File: src/rtl/board_scanner_if.sv
// Scanner-side bundle: request/result handshake plus the board store read port.
// The master modport is the scanner itself; the slave side is controller + store.
interface board_scanner_if;
    logic       start;
    logic [2:0] rd_sel;
    logic [7:0] rd_data;
    logic       busy;
    logic       done;
    logic       valid;
    logic [2:0] err_row;
    logic [1:0] err_code;
    logic [6:0] queen_cnt;

    modport master (
        input  start, rd_data,
        output rd_sel, busy, done, valid, err_row, err_code, queen_cnt
    );

    modport slave (
        output start, rd_data,
        input  rd_sel, busy, done, valid, err_row, err_code, queen_cnt
    );
endinterface

File: src/rtl/board_scanner.sv
// Walks the 8x8 queen board through the store's registered read port and
// reports whether it is a legal eight-queen placement, plus first offender.
module board_scanner #(
    parameter bit REQUIRE_FULL = 1'b1
) (
    input logic             clk,
    input logic             rst,
    board_scanner_if.master bus
);

    typedef enum logic [1:0] {
        IDLE = 2'd0,
        SCAN = 2'd1,
        DONE = 2'd2
    } state_t;

    state_t      state;
    state_t      state_nxt;

    logic [2:0]  rd_sel;
    logic        iss_v;
    logic        cap_v;
    logic [2:0]  cap_row;
    logic [3:0]  row4;

    logic [7:0]  col_mask;
    logic [14:0] diag;
    logic [14:0] anti;

    logic        valid;
    logic [2:0]  err_row;
    logic [1:0]  err_code;
    logic [6:0]  queen_cnt;

    logic [3:0]  n;
    logic        col_hit;
    logic        dia_hit;
    logic        row_bad;
    logic [1:0]  row_code;
    logic [1:0]  fold_code;
    logic [14:0] diag_nxt;
    logic [14:0] anti_nxt;

    logic        accept;

    assign accept = (state == IDLE) && bus.start;
    assign row4   = {1'b0, cap_row};

    always_ff @(posedge clk) begin
        if (rst) begin
            state <= IDLE;
        end else begin
            state <= state_nxt;
        end
    end

    always_comb begin
        state_nxt = state;
        unique case (state)
            IDLE:    if (bus.start) state_nxt = SCAN;
            SCAN:    if (cap_v && cap_row == 3'd7) state_nxt = DONE;
            DONE:    state_nxt = IDLE;
            default: state_nxt = IDLE;
        endcase
    end

    always_comb begin
        bus.busy = (state == SCAN);
        bus.done = (state == DONE);
    end

    // Clash checks look only at masks from earlier rows; the row's own bits
    // are folded into the next-state masks.
    always_comb begin
        n        = 4'd0;
        dia_hit  = 1'b0;
        diag_nxt = diag;
        anti_nxt = anti;
        for (int c = 0; c < 8; c++) begin
            if (bus.rd_data[c]) begin
                n = n + 4'd1;
                if (diag[row4 + 4'd7 - 4'(c)] || anti[row4 + 4'(c)]) begin
                    dia_hit = 1'b1;
                end
                diag_nxt[row4 + 4'd7 - 4'(c)] = 1'b1;
                anti_nxt[row4 + 4'(c)]        = 1'b1;
            end
        end
        col_hit = |(bus.rd_data & col_mask);
        row_bad = (n > 4'd1) || ((n == 4'd0) && REQUIRE_FULL);
        if (row_bad) begin
            row_code = 2'b01;
        end else if (col_hit) begin
            row_code = 2'b10;
        end else if (dia_hit) begin
            row_code = 2'b11;
        end else begin
            row_code = 2'b00;
        end
        fold_code = (err_code != 2'b00) ? err_code : row_code;
    end

    always_ff @(posedge clk) begin
        if (rst) begin
            rd_sel    <= 3'd0;
            iss_v     <= 1'b0;
            cap_v     <= 1'b0;
            cap_row   <= 3'd0;
            col_mask  <= 8'd0;
            diag      <= 15'd0;
            anti      <= 15'd0;
            valid     <= 1'b0;
            err_row   <= 3'd0;
            err_code  <= 2'b00;
            queen_cnt <= 7'd0;
        end else if (accept) begin
            rd_sel    <= 3'd0;
            iss_v     <= 1'b1;
            cap_v     <= 1'b0;
            cap_row   <= 3'd0;
            col_mask  <= 8'd0;
            diag      <= 15'd0;
            anti      <= 15'd0;
            valid     <= 1'b0;
            err_row   <= 3'd0;
            err_code  <= 2'b00;
            queen_cnt <= 7'd0;
        end else if (state == SCAN) begin
            if (iss_v && rd_sel != 3'd7) begin
                rd_sel <= rd_sel + 3'd1;
            end else begin
                iss_v <= 1'b0;
            end
            // cap_v/cap_row tag the row the store returns one edge later
            cap_v   <= iss_v;
            cap_row <= rd_sel;
            if (cap_v) begin
                col_mask  <= col_mask | bus.rd_data;
                diag      <= diag_nxt;
                anti      <= anti_nxt;
                queen_cnt <= queen_cnt + 7'(n);
                if (err_code == 2'b00 && row_code != 2'b00) begin
                    err_code <= row_code;
                    err_row  <= cap_row;
                end
                if (cap_row == 3'd7) begin
                    valid <= (fold_code == 2'b00);
                end
            end
        end
    end

    assign bus.rd_sel    = rd_sel;
    assign bus.valid     = valid;
    assign bus.err_row   = err_row;
    assign bus.err_code  = err_code;
    assign bus.queen_cnt = queen_cnt;

endmodule

File: src/flat_wrapper.sv
// flat-port wrapper written by rule: the top's interface ports become plain ports
module board_scanner_flat 
#(
    parameter bit REQUIRE_FULL = 1'b1
)
  (clk, rst, bus_start, bus_rd_data, bus_rd_sel, bus_busy, bus_done, bus_valid, bus_err_row, bus_err_code, bus_queen_cnt);
  board_scanner_if bus_i ();
  input logic clk;
  input logic rst;
  input wire logic [$bits(bus_i.start)-1:0] bus_start;
  input wire logic [$bits(bus_i.rd_data)-1:0] bus_rd_data;
  output wire logic [$bits(bus_i.rd_sel)-1:0] bus_rd_sel;
  output wire logic [$bits(bus_i.busy)-1:0] bus_busy;
  output wire logic [$bits(bus_i.done)-1:0] bus_done;
  output wire logic [$bits(bus_i.valid)-1:0] bus_valid;
  output wire logic [$bits(bus_i.err_row)-1:0] bus_err_row;
  output wire logic [$bits(bus_i.err_code)-1:0] bus_err_code;
  output wire logic [$bits(bus_i.queen_cnt)-1:0] bus_queen_cnt;
  assign bus_i.start = bus_start;
  assign bus_i.rd_data = bus_rd_data;
  assign bus_rd_sel = bus_i.rd_sel;
  assign bus_busy = bus_i.busy;
  assign bus_done = bus_i.done;
  assign bus_valid = bus_i.valid;
  assign bus_err_row = bus_i.err_row;
  assign bus_err_code = bus_i.err_code;
  assign bus_queen_cnt = bus_i.queen_cnt;
  board_scanner #(.REQUIRE_FULL(REQUIRE_FULL)) u_core (.clk(clk), .rst(rst), .bus(bus_i));
endmodule
File: config.mk
export PLATFORM = sky130hd
export DESIGN_NAME = board_scanner_flat
export DESIGN_NICKNAME = d
export VERILOG_FILES = /design/src/rtl/board_scanner_if.sv /design/src/rtl/board_scanner.sv /design/src/flat_wrapper.sv
export SDC_FILE = /design/constraint.sdc
export NUM_CORES = 1
export LEC_CHECK = 0
export CORE_AREA = 2 2 149 151
export DETAILED_ROUTE_END_ITERATION = 12
export DIE_AREA = 0 0 151 153
export HOLD_SLACK_MARGIN = 0.12
export SLEW_MARGIN = 15
export SYNTH_ARGS = -nofsm -noshare
export SYNTH_HDL_FRONTEND = slang
export SYNTH_SLANG_ARGS = --single-unit
export TNS_END_PERCENT = 30
File: constraint.sdc
create_clock -name clk -period 7.2 [get_ports clk]
set_input_delay 1.44 -clock clk [delete_from_list [all_inputs] [get_ports clk]]
set_output_delay 1.44 -clock clk [all_outputs]
set_load 0.01 [all_outputs]
### Word-level counts from Yosys, hierarchy flattened

Cells that the tools add are included.

| storage, ports and cells | value |
|---|---|
| word-level logic and storage cells | 246 |
| output and inout bits | 18 |
| register bits after elaboration | 61 |
| bits of input ports | 11 |

| operators by class | value |
|---|---|
| magnitude comparators | 31 |
| add/subtract/negate cells | 23 |
| mux-type cells | 112 |
| bitwise gates (word level) | 18 |
| eq/ne operators | 7 |
| reductions and logical operators | 43 |

Operators with widths:

| operator | number |
|---|---|
| $mux 15 | 16 |
| $or 15x15->15 | 15 |
| $lt 4x5->1 const B | 14 |
| $bmux 1 s4 | 15 |
| $demux 1 s4 | 14 |
| $ge 4x1->1 const B | 14 |
| $mux 1 | 51 |
| $mux 4 | 7 |
| $add 4x1->4 const B | 6 |
| $logic_and 1x1->1 | 19 |
| $add 3x3->4 const B | 4 |
| $sub 4x3->4 const B | 4 |
| $or 15x8->15 | 1 |
| $mux 2 | 6 |
| $logic_or 1x1->1 | 9 |
| $add 3x2->4 const B | 2 |
| $and 8x8->8 | 1 |
| $or 8x8->8 | 1 |
| $reduce_and 2->1 | 4 |
| $reduce_or 8->1 | 1 |
| $sub 4x2->4 const B | 2 |
| $add 7x4->7 | 1 |
| $logic_not 2->1 | 3 |
| $reduce_and 3->1 | 2 |
| other kinds (19) | 22 |

### Depth between registers and ports, before layout

Gate-level depths: netlist of the first run.

| depth | value |
|---|---|
| word-level depth | 26 |
| mapped depth | 26 |
| mapped depth without buffers | 26 |

### Worst setup path before layout of the first run

No wires, ideal clock.

| path | value |
|---|---|
| path kind | in2reg |
| from | input bus_rd_data[0] |
| to | register u_core.queen_cnt[5] (netlist: u_core.bus.queen_cnt[5]) |
| path slack | 916 ps |
| data arrival time | 6,156 ps |
| setup time | 128 ps |
| required time | 7,072 ps |
| stages | 26 |
| buffers on the path | 0 |
| cells stage by stage | inv_1 ha_1 xnor2_1 inv_1 ha_1 mux2_2 ha_1 nand2_1 o21ai_0 or2_2 ha_1 nand2b_1 o21a_1 ha_1 nand2_1 nand2_1 ha_1 nor2_1 a31oi_1 ha_1 a21o_1 a21oi_1 nor2b_1 o211ai_1 xor2_1 nor2_1 |

| on the way | value |
|---|---|
| cells in the longest elaborated chain, start to end | 16 |

Ends and longest elaborated chain:

| element | line | RTL |
|---|---|---|
| start: declaration | flat_wrapper.sv:11 | `input wire logic [$bits(bus_i.rd_data)-1:0] bus_rd_data;` |
| $mux 1 * | board_scanner.sv:80 | `if (bus.rd_data[c]) begin` |
| $add 1x1->2 | board_scanner.sv:81 | `n = n + 4'd1;` |
| $mux 4 * | board_scanner.sv:80 |  |
| $add 4x1->4 | board_scanner.sv:81 |  |
| $mux 4 * | board_scanner.sv:80 |  |
| $add 4x1->4 | board_scanner.sv:81 |  |
| $mux 4 * | board_scanner.sv:80 |  |
| $add 4x1->4 | board_scanner.sv:81 |  |
| $mux 4 * | board_scanner.sv:80 |  |
| $add 4x1->4 | board_scanner.sv:81 |  |
| $mux 4 * | board_scanner.sv:80 |  |
| $add 4x1->4 | board_scanner.sv:81 |  |
| $mux 4 * | board_scanner.sv:80 |  |
| $add 4x1->4 | board_scanner.sv:81 |  |
| $mux 4 * | board_scanner.sv:80 |  |
| $add 7x4->7 * | board_scanner.sv:141 | `queen_cnt <= queen_cnt + 7'(n);` |
| end signal: assignment | board_scanner.sv:141 |  |
| end: declaration | board_scanner.sv:33 | `logic [6:0] queen_cnt;` |

Every way passes the cells marked *; elsewhere a longest branch is shown, timed or not.
A chain may end at the register's enable or synchronous reset.

### Final worst setup path of the first run

Ends and elaborated chain as after synthesis.

==> flow_summary_export.csv, run 1 <==
group,metric,value,unit
critical_path,cp_common_cell,"sky130_fd_sc_hd__ha_1",
global_route,maximum_number_of_pins_on_one_net_before_global_route_repair,57,
drt,vias,6589,
drt,drtPass1Iterations,6,
placed_design,io_buffer_count,28,
clocking,postCtsSetupBuffers,0,
die,core_footprint,21500,µm²
drt,antenna_left,0,
die,placement_rows,54,
critical_path,slowest_stage,"sky130_fd_sc_hd__clkdlybuf4s50_1",
synth,synth_fp_nets,858,
drt,via_per_inst,6.06,
synth,mappedNetlistArea,6370,µm²
sta,max_freq,0.150,GHz
critical_path,worst-endpoint-required,7.41,ns
critical_path,critical_path_class,"in -> reg",
final_layout,drive_above_1_share,10.3,%
placed_design,place.gp.congestion,0.948,
clocking,cts_tree,"yes",
clocking,clkSlewWorstSetupHoldPaths,0.06,ns
drt,wirelength,22300,µm
placed_design,hpwl,15300,µm
critical_path,critical_path.endpoint_type,"flop",
clocking,clock_tree.buffer_depth,2,
die,vert_die_dim,153,µm
placed_design,placedInstanceArea,6860,µm²
sta,setup_viol,0,
run,cap_viol_max_count,0,
power,power.density_cell_area,144,nW/µm²
sta,final_worst_path_period_share,92.7,%
final_layout,fin_nets,849,
critical_path,crit_arrival,6.88,ns
drt,drc,0,
synth,edff_count_synth,0,
power,static-leakage-power,2.49,nW
clocking,root_buffer,"sky130_fd_sc_hd__clkbuf_16",
min_path,hold_path_class,"reg -> reg",
synth,synth-warning-count,0,
clocking,hold_buffers,0,
clocking,cts_resized,0,
synth,synth_top_flop_cell,"sky130_fd_sc_hd__dfxtp_1",
synth,synthesis.instances,811,
global_route,grt_remaining_overflow,0,
sta,totalNegativeSetupSlack,0,ns
die,die-area,23100,µm²
final_layout,antenna_diode_count,0,
global_route,first_global_vias,6059,
outcome,status,"finished clean",
drt,post_detailed_route_wirelength_per_cell,20.5,µm
sta,slew_viol_final,0,
die,design.portCount,29,
synth,yosysSeqAreaShare,19.2,%
synth,synth_cell_types,75,
clocking,clock_latency,0.35,ns
critical_path,cpPeakStageDelay,0.48,ns
sta,slew_headroom,20.1,%
sta,worstMarginPinSlew,1.19,ns
final_layout,post-route-cell-area,7170,µm²
clocking,cts_made_buffers,9,
drt,drt_first_iter_violations,904,
global_route,groute.usage.overall,19.3,%
critical_path,start_kind,"input port",
die,floorplan.initialDensity,29.6,%
sta,worst_clk_skew,0.00609,ns
power,ir_drop_worst_case_vdd,137,µV
synth,synthesized_flop_and_latch_total,61,
global_route,global_route_wire_length_before_repair,34700,µm
clocking,htree_num_levels,3,
global_route,grt_antenna_before_repair,0,
sta,hold_violations,0,
final_layout,layout-area-overhead-vs-synth,12.5,%
synth,post_synth.cell_area_avg,7.85,µm²
clocking,tritoncts_num_sinks,61,
synth,synth_async_sr_flop_share,0,%
critical_path,cp_max_fo,4,
sta,period_needed,6.67,ns
die,die_w,151,µm
sta,rsz0062_at_grt,"false",
-- cells in the mapped netlist, types with 10 or more instances --
master / n / area share (%)
sky130_fd_sc_hd__a21oi_1: 70 / 5.5
sky130_fd_sc_hd__a22oi_1: 12 / 1.4
sky130_fd_sc_hd__a31oi_1: 19 / 1.9
sky130_fd_sc_hd__a32oi_1: 10 / 1.4
sky130_fd_sc_hd__and2_1: 12 / 1.2
sky130_fd_sc_hd__buf_2: 15 / 1.2
sky130_fd_sc_hd__clkbuf_1: 48 / 2.8
sky130_fd_sc_hd__dfxtp_1: 61 / 19
sky130_fd_sc_hd__ha_1: 35 / 6.9
sky130_fd_sc_hd__inv_1: 17 / 1.0
sky130_fd_sc_hd__mux2i_1: 29 / 4.6
sky130_fd_sc_hd__mux4_2: 23 / 8.1
sky130_fd_sc_hd__nand2_1: 84 / 4.9
sky130_fd_sc_hd__nand2b_1: 12 / 1.2
sky130_fd_sc_hd__nand3_1: 26 / 2.0
sky130_fd_sc_hd__nor2_1: 89 / 5.2
sky130_fd_sc_hd__nor3_1: 11 / 0.86
sky130_fd_sc_hd__o21ai_0: 33 / 2.6
sky130_fd_sc_hd__xnor2_1: 24 / 3.3
-- flip-flops by register name, indices dropped and copies added (netlist names) --
| signal | cells |
|---|---|
| u_core.diag | 15 |
| u_core.anti | 15 |
| u_core.bus.err_code | 2 |
| u_core.cap_v | 1 |
| u_core.bus.rd_sel | 3 |
| u_core.iss_v | 1 |
| u_core.col_mask | 8 |
| u_core.bus.err_row | 3 |
| u_core.state | 2 |
| u_core.cap_row | 3 |
| u_core.bus.valid | 1 |
| u_core.bus.queen_cnt | 7 |
-- routing by layer --
layer	GRT usage [%]	vias to the layer above	part of all wire [%]
li1	-	3029	-
met1	27.1	3133	44
met2	27.8	356	43
met3	4.42	71	9.1
met4	9.08	0	3.6
met5	0	-	0
-- final timing paths --
kind | from | endpoint | slack [ns] | cells after the start
worst min register to register | u_core.bus.valid$_SDFFE_PP0P_ | u_core.bus.valid$_SDFFE_PP0P_ | 0.47 | 2
worst max register to register | u_core.cap_row[1]$_SDFFE_PP0P_ | u_core.bus.err_row[1]$_SDFFE_PP0P_ | 2.19 | 17
worst max-delay path | bus_rd_data[0] | u_core.bus.queen_cnt[5]$_SDFFE_PP0P_ | 0.53 | 27
worst min-delay path | u_core.bus.valid$_SDFFE_PP0P_ | u_core.bus.valid$_SDFFE_PP0P_ | 0.47 | 2
-- metrics by stage --
stage               setup slack [ns]  power (mW)  std cells  hold slack, ns  util, %
floorplan                      0.916       0.525        811           0.437        -
global placement               0.241       0.578       1071           0.447     31.9
detailed placement             0.166       0.580       1071           0.455     31.9
CTS                            0.530        1.04       1087           0.471     33.4
global route                   0.216        1.08       1087           0.497     33.4
finish                         0.526        1.03       1087           0.466     33.4
-- power by group --
group	total, mW	internal (mW)	switching (mW)
sequential	0.343	0.340	0.00289
clock	0.455	0.279	0.175
combinational	0.233	0.0982	0.134
-- logic make-up (layout without fill, tap and decap cells) --
| kind of cell | after synthesis | after routing | share of synthesized area, % |
|---|---|---|---|
| and+or+nand+nor | 278 | 278 | 20.5 |
| AOI/OAI and AO/OA | 254 | 254 | 27.5 |
| buffers and inverters | 92 | 88 | 6.31 |
| DFF | 61 | 61 | 19.2 |
| muxes | 57 | 57 | 14.1 |
| adders and majority gates | 36 | 36 | 7.19 |
| xor gates and xnor gates | 33 | 33 | 5.24 |
-- placed cells by master (no fill, tap or decap), drive strengths merged, types with 5 or more instances in the layout --
| master | instances |
|---|---|
| nor2 | 89 |
| nand2 | 84 |
| a21oi | 71 |
| dfxtp | 61 |
| ha | 35 |
| o21ai | 34 |
| mux2i | 29 |
| clkdlybuf4s50 | 28 |
| nand3 | 26 |
| xnor2 | 26 |
| mux4 | 25 |
| buf | 24 |
| inv | 20 |
| a31oi | 19 |
| a22oi | 14 |
| and2 | 12 |
| nand2b | 12 |
| nor3 | 11 |
| a32oi | 10 |
| clkbuf | 10 |
| o211ai | 9 |
| a221oi | 9 |
| a211o | 9 |
| nand4 | 9 |
| a211oi | 9 |
| o221ai | 8 |
| o22ai | 8 |
| nor2b | 6 |
| a21o | 6 |
| and3 | 6 |
| xor2 | 5 |
| a222oi | 5 |
| a32o | 5 |
| or2 | 5 |
-- layout make-up --
class	instances	area [µm²]
timing repair buffer	52	460
clock buffer	10	239
clock inverter	6	71.3
multi-input combinational	658	4750
sequential	61	1220
inverter	20	75.1
tap	280	350
fill	2323	14300
-- worst max-delay path, delay by kind of cell --
kind	cells	cell delay, ns
compound gates	6	1.09
buf+inv	3	0.64
xor+xnor	2	0.38
fa+ha+maj	7	2.15
simple gates	8	0.90
mux	1	0.27
No activity file was read; power rests on OpenSTA's default activity.
==> run 2: changes to the inputs <==
--- a/config.mk
+++ b/config.mk
@@ -6,6 +6,7 @@
 export NUM_CORES = 1
 export LEC_CHECK = 0
 export CORE_AREA = 2 2 149 151
+export CTS_CLUSTER_DIAMETER = 60
 export DETAILED_ROUTE_END_ITERATION = 12
 export DIE_AREA = 0 0 151 153
 export HOLD_SLACK_MARGIN = 0.12
==> results of run 2 <==
No change in the layout: final DEF, timing and power equal those of run 1.
